**src/rtl/uart_rx_unit_pkg.sv**
```systemverilog
// Shared UART definitions: FSM state encoding and default baud divider.
// The TX block will import the same encoding.
package uart_rx_unit_pkg;

  localparam int unsigned UART_DEFAULT_CLKS_PER_BIT = 434;
  localparam int unsigned CNT_W  = 16;
  localparam int unsigned DATA_W = 8;
  localparam int unsigned IDX_W  = 3;

  localparam logic [1:0] ST_IDLE  = 2'd0;
  localparam logic [1:0] ST_START = 2'd1;
  localparam logic [1:0] ST_DATA  = 2'd2;
  localparam logic [1:0] ST_STOP  = 2'd3;

  typedef enum logic [1:0] {
    S_IDLE  = ST_IDLE,
    S_START = ST_START,
    S_DATA  = ST_DATA,
    S_STOP  = ST_STOP
  } rx_state_t;

endpackage

```
**src/rtl/uart_rx_unit.sv**
```systemverilog
// 8N1 UART receiver with a single-byte holding register, a per-byte interrupt
// pulse and sticky overrun/framing error flags.
module uart_rx_unit
  import uart_rx_unit_pkg::*;
#(
  parameter int unsigned CLKS_PER_BIT = UART_DEFAULT_CLKS_PER_BIT
) (
  input  logic              clk,
  input  logic              reset,
  input  logic              uart_in,
  output logic [DATA_W-1:0] rx_data,
  output logic              rx_valid,
  input  logic              rx_read,
  output logic              uart_rx_interrupt,
  output logic              overrun,
  output logic              framing_error,
  input  logic              clear_errors
);

  localparam logic [CNT_W-1:0] HALF_M1 = CNT_W'(CLKS_PER_BIT / 2 - 1);
  localparam logic [CNT_W-1:0] FULL_M1 = CNT_W'(CLKS_PER_BIT - 1);

  logic              rx_meta;
  logic              rx_s;
  logic              rx_prev;
  rx_state_t         state;
  logic [CNT_W-1:0]  cnt;
  logic [IDX_W-1:0]  bitidx;
  logic [DATA_W-1:0] shreg;

  // Pin synchronizer; resets to the idle-high line level so reset release
  // never looks like a start edge.
  always_ff @(posedge clk or posedge reset) begin
    if (reset) begin
      rx_meta <= 1'b1;
      rx_s    <= 1'b1;
      rx_prev <= 1'b1;
    end else begin
      rx_meta <= uart_in;
      rx_s    <= rx_meta;
      rx_prev <= rx_s;
    end
  end

  // Frame FSM plus holding register; later assignments in the same edge
  // override earlier ones, so accept beats read and error events beat clears.
  always_ff @(posedge clk or posedge reset) begin
    if (reset) begin
      state             <= S_IDLE;
      cnt               <= '0;
      bitidx            <= '0;
      shreg             <= '0;
      rx_data           <= '0;
      rx_valid          <= 1'b0;
      uart_rx_interrupt <= 1'b0;
      overrun           <= 1'b0;
      framing_error     <= 1'b0;
    end else begin
      uart_rx_interrupt <= 1'b0;
      if (rx_read) begin
        rx_valid <= 1'b0;
      end
      if (clear_errors) begin
        overrun       <= 1'b0;
        framing_error <= 1'b0;
      end

      case (state)
        S_IDLE: begin
          if (!rx_s && rx_prev) begin
            state <= S_START;
            cnt   <= '0;
          end
        end

        S_START: begin
          if (cnt == HALF_M1) begin
            cnt <= '0;
            if (!rx_s) begin
              state  <= S_DATA;
              bitidx <= '0;
            end else begin
              state <= S_IDLE;
            end
          end else begin
            cnt <= cnt + CNT_W'(1);
          end
        end

        S_DATA: begin
          if (cnt == FULL_M1) begin
            cnt    <= '0;
            shreg  <= {rx_s, shreg[DATA_W-1:1]};
            bitidx <= bitidx + IDX_W'(1);
            if (bitidx == IDX_W'(7)) begin
              state <= S_STOP;
            end
          end else begin
            cnt <= cnt + CNT_W'(1);
          end
        end

        S_STOP: begin
          if (cnt == FULL_M1) begin
            cnt   <= '0;
            state <= S_IDLE;
            if (rx_s) begin
              rx_data           <= shreg;
              rx_valid          <= 1'b1;
              uart_rx_interrupt <= 1'b1;
              if (rx_valid && !rx_read) begin
                overrun <= 1'b1;
              end
            end else begin
              framing_error <= 1'b1;
            end
          end else begin
            cnt <= cnt + CNT_W'(1);
          end
        end

        default: state <= S_IDLE;
      endcase
    end
  end

endmodule

```
**config.mk**
```make
export PLATFORM = sky130hd
export DESIGN_NAME = uart_rx_unit
export DESIGN_NICKNAME = d
export VERILOG_FILES = /design/src/rtl/uart_rx_unit_pkg.sv /design/src/rtl/uart_rx_unit.sv
export SDC_FILE = /design/constraint.sdc
export NUM_CORES = 1
export LEC_CHECK = 0
export CORE_MARGIN = 2
export CORE_UTILIZATION = 55
export CTS_BUF_LIST = sky130_fd_sc_hd__clkbuf_8
export CTS_CLUSTER_DIAMETER = 40
export DETAILED_ROUTE_END_ITERATION = 12
export DONT_BUFFER_PORTS = 1
export GPL_TIMING_DRIVEN = 0
export HOLD_SLACK_MARGIN = 0.02
export PLACE_DENSITY = 0.72
export SLEW_MARGIN = 10
export SYNTH_ARGS = -nofsm -noshare
export SYNTH_HDL_FRONTEND = slang
export SYNTH_SLANG_ARGS = --single-unit
```
**constraint.sdc**
```tcl
create_clock -name clk -period 1.9 [get_ports clk]
set_input_delay 0.095 -clock clk [delete_from_list [all_inputs] [get_ports clk]]
set_output_delay 0.095 -clock clk [all_outputs]
set_load 0.02 [all_outputs]
```
==> metrics, run 1 <==
outcome=finished clean; share of the synthesized area in the top cell type=0.4664; HPWL Detailed=2.946 mm; core utilization of the finished layout=0.7035; floorplan die area=4521 sq um; number of vias in the routed layout=1645; flops & latches, synth=44; Max Fclk=538.6 MHz; # H-tree levels=2; ratio of final minimum period to clock period=0.9772; most numerous cell types in the synthesized netlist=sky130_fd_sc_hd__dfrtp_1 (41), sky130_fd_sc_hd__nand2_1 (25), sky130_fd_sc_hd__mux2_4 (13), sky130_fd_sc_hd__a21oi_1 (9); number of nets in the layout=231; Placed Instances=244; mean area per synthesized cell=11.28 sq um; buffering stage count on the worst path with inverters included=2; final global-route overflow total=0; Design Power=0.002217 W; P_leak=1.196 nW; Filler cells=281; total inserted antenna cells=0; M1 GR Usage=0.2913; area added between synthesis and finish=19.74%; Relative slew margins=0.6052; highest-delay cell along the critical path=sky130_fd_sc_hd__dfrtp_1; Pre-Repair DR Iteration Count=4; number of max-slew violations in the final report=0; clock transition at the register clock pins on the worst setup and hold paths after CTS=90 ps; number of buffers created by CTS=5; post-synth design cell area=2200 sq um; I/O pin total=17; wire length of the first global-routing pass=7.445 mm; family with the most delay on the worst path=simple AND/OR/NAND/NOR gates; DRC errors left=0; main flop type after synthesis=sky130_fd_sc_hd__dfrtp_1; pin count of the biggest net entering global routing=28; depth of the worst register-to-register path=7; initial standard-cell utilization of the core=0.5876; via/cell ratio=6.093; insertion delay to the later sink of the worst-skew pair=310 ps; global-route track usage on met3=0.05667; IR Drop Worst-Case VDD=0.0005396 V; vias in the first global route=1567; stage delay of the slowest cell on the critical path=400 ps; global-route usage over all layers=0.2234; most used standard cell by instance count after synthesis=sky130_fd_sc_hd__dfrtp_1; Worst setup EP type=flop; antenna violations before repair=0; share of final-layout standard cells stronger than drive strength 1=0.3468; multi-input combinational cell area=1065 sq um; worst hold-check path type=in2async; worst r2r src=cnt[1]; largest driver fanout on the critical path=8; routed wire length=4.553 mm; violation count after the first detailed-route iteration=106; standard-cell rows=22; worst slack on hold paths=223.8 ps; Power Dens Cells=841.7 nW/um^2; measured slew at the worst slew-check pin=589.1 ps; routability cong.=0.8750; Cells after Synth=195; Setup CP Type=reg2reg; area inside the core boundary=3744 sq um; remaining antenna violation count after routing=0; Critical Path Source Type=flop; endpoint of the worst-slack reg-to-reg timing path=shreg[1]; min cycle time layout=1857 ps; maximum buffer depth of the clock tree=2; share of flip-flops with an asynchronous set or reset after synthesis=1.000; Post-Route Skew=10.01 ps; number of standard cells in the final layout excluding fillers=270; Crit path arrival time=2060 ps; average detailed-routed wire length per instance=16.86 um; master cell of the clock root buffer=sky130_fd_sc_hd__clkbuf_8; buffers added on ports=0; ranking of synthesized cells by area=sky130_fd_sc_hd__dfrtp_1 (47%), sky130_fd_sc_hd__mux2_4 (8.9%), sky130_fd_sc_hd__nand2_1 (4.3%), sky130_fd_sc_hd__dfstp_2 (3.6%), sky130_fd_sc_hd__ha_1 (2.8%); Synth area leader=sky130_fd_sc_hd__dfrtp_1; met2 Resource Use GR=0.3577; DP Area=2280 sq um; Syn Nets=205; Yosys Warn Count=0; Chip Width=67.24 um; portion of the post-synthesis area used by sequential elements=0.5023; Num Clock Sinks=44; unrepaired setup endpoints after global routing=true; max-cap violations=0; required time reported for the critical path endpoint=2100 ps; TritonCTS clock tree=done; total of endpoints with negative setup slack in the final report=0; Most Crowded Layer GR=met2; number of different library cells in the post-synthesis netlist=43; cells along the critical path=inv_2, ha_4, and4bb_1, and3_4, and4_4, buf_8, mux2_4; final design instance area without fill=2634 sq um; Die Span Y=67.24 um; Final Hold Vio Count=0; number of enable flip-flop cells after synthesis=0; sequential cell area in the final layout=1107 sq um; flop-to-flop setup slack=40 ps
==> stage by stage <==
stage	setup WS, ps	TNS [ps]
after detailed placement	-127.5	-895.0
after global placement	-54.98	-264.6
after CTS	3.217	0
after global routing	-29.27	-238.5
after floorplan	45.92	0
final	43.40	0
==> where the power goes <==
part / internal [W] / total [W] / switching [W]
Clock: 0.000396 / 0.000735 / 0.000339
Combinational: 0.000221 / 0.000445 / 0.000224
Sequential: 0.000986 / 0.00104 / 0.0000514
Total: 0.00160 / 0.00222 / 0.000614
==> cell usage in the layout, fill, tap and decap left out, types with 2 or more instances in the layout <==
| cell type | count |
|---|---|
| sky130_fd_sc_hd__mux2_4 | 13 |
| sky130_fd_sc_hd__a41oi_1 | 2 |
| sky130_fd_sc_hd__nand2_1 | 24 |
| sky130_fd_sc_hd__inv_2 | 2 |
| sky130_fd_sc_hd__and3_1 | 2 |
| sky130_fd_sc_hd__dfrtp_2 | 2 |
| sky130_fd_sc_hd__and3_4 | 3 |
| sky130_fd_sc_hd__nor2_1 | 7 |
| sky130_fd_sc_hd__clkbuf_8 | 5 |
| sky130_fd_sc_hd__inv_1 | 6 |
| sky130_fd_sc_hd__a21oi_2 | 3 |
| sky130_fd_sc_hd__o22ai_1 | 2 |
| sky130_fd_sc_hd__dlygate4sd3_1 | 4 |
| sky130_fd_sc_hd__nand3_1 | 6 |
| sky130_fd_sc_hd__buf_6 | 4 |
| sky130_fd_sc_hd__nand2b_1 | 3 |
| sky130_fd_sc_hd__nand4_1 | 6 |
| sky130_fd_sc_hd__buf_4 | 17 |
| sky130_fd_sc_hd__o21ai_0 | 6 |
| sky130_fd_sc_hd__mux2i_1 | 4 |
| sky130_fd_sc_hd__xnor2_1 | 2 |
| sky130_fd_sc_hd__a31oi_1 | 8 |
| sky130_fd_sc_hd__a22o_1 | 4 |
| sky130_fd_sc_hd__dfrtp_1 | 39 |
| sky130_fd_sc_hd__nor3_2 | 3 |
| sky130_fd_sc_hd__dfstp_2 | 3 |
| sky130_fd_sc_hd__a21oi_1 | 6 |
| sky130_fd_sc_hd__mux2_2 | 3 |
| sky130_fd_sc_hd__ha_1 | 3 |
==> worst register-to-register path: cells and delay by family (launching register included) <==
family                     cells  cell delay, ps
buffers and inverters          2             250
adders and majority gates      1             120
DFF                            1             400
and+or+nand+nor                3             700
muxes                          1             310
==> area by class of cell <==
cell class | instances | share of cell area
inverters | 8 | 0.01140
well taps | 48 | 0.02280
clock inverters | 3 | 0.01758
repair buffers | 19 | 0.06271
multi-input cells | 133 | 0.4043
flip-flops and latches | 44 | 0.4204
clock buffers | 5 | 0.02613
plain buffers | 10 | 0.03468
==> sequential cells by signal, indices dropped and copies added, names as in the netlist, named ones only <==
name,count
framing_error,1
rx_data,8
rx_prev,1
cnt,16
shreg,8
overrun,1
rx_valid,1
uart_rx_interrupt,1
state,1
rx_s,1
rx_meta,1
bitidx,3
==> routing by layer <==
layer | share of wire | vias to the layer above
met5 | 0 | -
met4 | 0.013 | 0
met3 | 0.057 | 4
met2 | 0.52 | 51
met1 | 0.41 | 834
li1 | - | 756
==> logic make-up after synthesis <==
family	count (synthesis)	synth area share
AO/OA/AOI/OAI	33	0.09328
AND/OR/NAND/NOR	71	0.1917
multiplexers	20	0.1223
XOR/XNOR	3	0.01195
adder cells (fa/ha/maj)	5	0.02844
flip-flops	44	0.5023
buffers and inverters	19	0.05005
==> repair_timing <==
item / in CTS / in global routing
hold buffers: 4 / 0
setup buffers: 6 / 8
pin swaps: 3 / 7
gates cloned: 0 / 1
endpoints found under the hold margin: 48 / 0
setup endpoints to repair: 28 / 33
resized for setup: 8 / 21
==> worst max path at each step <==
stage,slack [ps],endpoint,cells after the start,from
floorplan,50,shreg[0],7,cnt[0]
global placement,-50,shreg[0],8,cnt[1]
detailed placement,-130,shreg[1],8,cnt[1]
CTS,3,shreg[1],7,cnt[2]
global route,-30,shreg[1],6,cnt[2]
finish,40,shreg[1],7,cnt[1]
Note: power is estimated with default switching activity, not from simulation.
==> run 2: changes to the inputs <==
--- a/config.mk
+++ b/config.mk
@@ -5,15 +5,15 @@
 export SDC_FILE = /design/constraint.sdc
 export NUM_CORES = 1
 export LEC_CHECK = 0
+export BUFFER_PORTS_ARGS = -buffer_cell sky130_fd_sc_hd__buf_2
 export CORE_MARGIN = 2
 export CORE_UTILIZATION = 55
 export CTS_BUF_LIST = sky130_fd_sc_hd__clkbuf_8
 export CTS_CLUSTER_DIAMETER = 40
 export DETAILED_ROUTE_END_ITERATION = 12
-export DONT_BUFFER_PORTS = 1
 export GPL_TIMING_DRIVEN = 0
 export HOLD_SLACK_MARGIN = 0.02
-export PLACE_DENSITY = 0.72
+export PLACE_DENSITY = 0.76
 export SLEW_MARGIN = 10
 export SYNTH_ARGS = -nofsm -noshare
 export SYNTH_HDL_FRONTEND = slang
==> constraint.sdc (replaced) <==
create_clock -name clk -period 1.9 [get_ports clk]
set_input_delay 0.19 -clock clk [delete_from_list [all_inputs] [get_ports clk]]
set_output_delay 0.19 -clock clk [all_outputs]
set_load 0.02 [all_outputs]
==> run 2 against run 1 <==
Effect of this change:
- the flow now finishes with violations (setup timing)
- worst hold slack got worse by 130 ps
- final cell count is 4.1% higher
- clock power up 3.0%
- die area stayed put
- global-route usage down 0.42 points
- sequential share of layout area shrank 1.2 points
- via count rose by 0.12%
- largest power group unchanged
==> metrics, run 2 (synthesis results as in run 1) <==
P_leak=1.272 nW (+6.3%); number of max-slew violations in the final report=0 (unchanged); Final Hold Vio Count=0 (unchanged); # H-tree levels=2 (unchanged); number of nets in the layout=242 (+4.8%); final-layout setup total negative slack=-157.4 ps (-157.4 ps); max-cap violations=0 (unchanged); insertion delay to the later sink of the worst-skew pair=300 ps (about the same); average detailed-routed wire length per instance=16.89 um (+0.16%); share of final-layout standard cells stronger than drive strength 1=0.4034 (+0.05659); worst slack on hold paths=97.77 ps (-126.0 ps); buffering stage count on the worst path with inverters included=2 (unchanged); ratio of final minimum period to clock period=1.019 (+0.04173); unrepaired setup endpoints after global routing=true; vias in the first global route=1523 (-2.8%); global-route usage over all layers=0.2192 (-0.004163); Chip Width=67.24 um (unchanged); violation count after the first detailed-route iteration=103 (-2.8%); measured slew at the worst slew-check pin=568.2 ps (-20.87 ps); sequential cell area in the final layout=1107 sq um (unchanged); leading cell types in the layout, fill and taps excluded=sky130_fd_sc_hd__dfrtp_1 (39), sky130_fd_sc_hd__nand2_1 (25), sky130_fd_sc_hd__buf_2 (16), sky130_fd_sc_hd__buf_4 (13), sky130_fd_sc_hd__mux2_4 (13); wire length of the first global-routing pass=7.258 mm (-2.5%); maximum buffer depth of the clock tree=2 (unchanged); remaining antenna violation count after routing=0 (unchanged); master cell of the clock root buffer=sky130_fd_sc_hd__clkbuf_8; Switch Pwr=0.0006229 W (+1.5%); area added between synthesis and finish=23.32%; Die Span Y=67.24 um (unchanged); clock transition at the register clock pins on the worst setup and hold paths after CTS=80 ps (about the same); outcome=finished, violations left; Top reg by flops=cnt; Max Fclk=516.6 MHz (-4.1%); TritonCTS clock tree=done; Pre-Repair DR Iteration Count=4 (unchanged); violated checks=setup timing; standard-cell rows=22 (unchanged); Setup CP Type=reg2reg; number of vias in the routed layout=1647 (+0.12%); Critical Path Source Type=flop; share of power burned in combinational logic=0.194 (-0.007); total inserted antenna cells=0 (unchanged); routability cong.=0.8478 (-3.1%); HPWL Detailed=2.906 mm (-1.4%); multi-input combinational cell area=1076 sq um (+1.1%); largest registers=cnt: 16 flops, rx_data: 8 flops, shreg: 8 flops; antenna violations before repair=0 (unchanged); share of power burned in registers=0.467 (about the same); Design Power=0.002233 W (+0.74%); final global-route overflow total=0 (unchanged); family with the most delay on the worst path=simple AND/OR/NAND/NOR gates; I/O pin total=17 (unchanged); WHS Path Cells=2; Crit path arrival time=2120 ps (+60 ps); Num Clock Sinks=44 (unchanged); area inside the core boundary=3744 sq um (unchanged); min cycle time layout=1936 ps (+79.29 ps); most common library cell in the layout ignoring fill and taps=sky130_fd_sc_hd__dfrtp_1; critical path depth=8 (+1); buffers added on ports=16 (+16); part of the power in the clock network=0.339 (+0.007); initial standard-cell utilization of the core=0.5876 (unchanged); Worst setup EP type=flop; Switching Share=0.2789 (+0.002037); Filler cells=262 (-6.8%); depth of the worst register-to-register path=8 (+1); number of buffers created by CTS=5 (unchanged); via/cell ratio=5.861 (-3.8%); Post-Route Skew=12.99 ps (+2.979 ps); Relative slew margins=0.6192 (+0.01399); required time reported for the critical path endpoint=2080 ps (-20 ps); Power Dens Cells=823.2 nW/um^2 (-2.2%); largest driver fanout on the critical path=8 (unchanged); pin count of the biggest net entering global routing=35 (+25%); worst hold-check path type=in2reg; floorplan die area=4521 sq um (unchanged); total of endpoints with negative setup slack in the final report=13 (+13); routed wire length=4.746 mm (+4.2%); least setup slack across all paths after layout=-35.89 ps (-79.29 ps); highest-delay cell along the critical path=sky130_fd_sc_hd__dfrtp_1; cells along the critical path=inv_2, ha_1, and4b_1, nand4_1, a22o_1, buf_6, and3_4, a221o_1; IR Drop Worst-Case VDD=0.0006497 V (+20%); max reg flops=16 (unchanged); stage delay of the slowest cell on the critical path=410 ps (about the same); internal power consumption=0.001610 W (+0.45%); DRC errors left=0 (unchanged)
==> run 2: final timing paths <==
kind                                 end  slack, ps    startpoint
max                               cnt[8]        -40        cnt[1]
min                        framing_error        100  clear_errors
max reg2reg                       cnt[8]        -40        cnt[1]
min reg2reg                         rx_s        360       rx_meta
max in group asynchronous           rx_s       1010         reset
min in group asynchronous        cnt[12]        370         reset
==> run 2: what timing repair did <==
action	4_1_cts	5_1_grt
endpoints found under the hold margin	11	0
gates cloned	0	0
gates resized for setup	10	26
setup endpoints to repair	34	33
hold buffers	2	0
buffers inserted	7	5
pin swaps	5	4
==> run 2: per-layer routing <==
metal | share of wire | global-route usage
met5 | 0 | 0
met4 | 0.014 | 0.07143
met3 | 0.044 | 0.05833
met2 | 0.50 | 0.3700
met1 | 0.44 | 0.2736
==> run 2: cell type report <==
| class | instances | area share |
|---|---|---|
| Clock buffer | 6 | 0.03044 |
| Buffer | 10 | 0.03229 |
| Tap cell | 48 | 0.02214 |
| Timing Repair Buffer | 31 | 0.08487 |
| Inverter | 8 | 0.01107 |
| Clock inverter | 2 | 0.01430 |
| Multi-Input combinational cell | 132 | 0.3967 |
| Sequential cell | 44 | 0.4082 |
==> run 2: power by group through the flow <==
stage / combinational (W) / sequential (W) / clock, W
2_1_floorplan: 0.000200 / 0.00104 / 0
3_3_place_gp: 0.000246 / 0.00105 / 0
3_5_place_dp: 0.000264 / 0.00106 / 0
4_1_cts: 0.000369 / 0.00103 / 0.000762
5_1_grt: 0.000456 / 0.00105 / 0.000809
6_report: 0.000432 / 0.00104 / 0.000757
==> run 2: worst register-to-register path, cell delays in order (launching register included) <==
cell and delay (ps):
sky130_fd_sc_hd__dfrtp_1 410, sky130_fd_sc_hd__inv_2 100, sky130_fd_sc_hd__ha_1 160, sky130_fd_sc_hd__and4b_1 240
sky130_fd_sc_hd__nand4_1 110, sky130_fd_sc_hd__a22o_1 260, sky130_fd_sc_hd__buf_6 140, sky130_fd_sc_hd__and3_4 160
sky130_fd_sc_hd__a221o_1 250
==> run 2: stage by stage <==
stage                     worst slack (ps)  instance area, sq um  utilization  std cells
after floorplan                      45.92                  2200            -        195
after global placement              -97.24                  2340       0.6250        259
after detailed placement            -151.8                  2360       0.6303        260
after CTS                           -11.68                  2584       0.6902        277
after global routing                -113.3                  2713       0.7246        281
final                               -35.89                  2713       0.7246        281
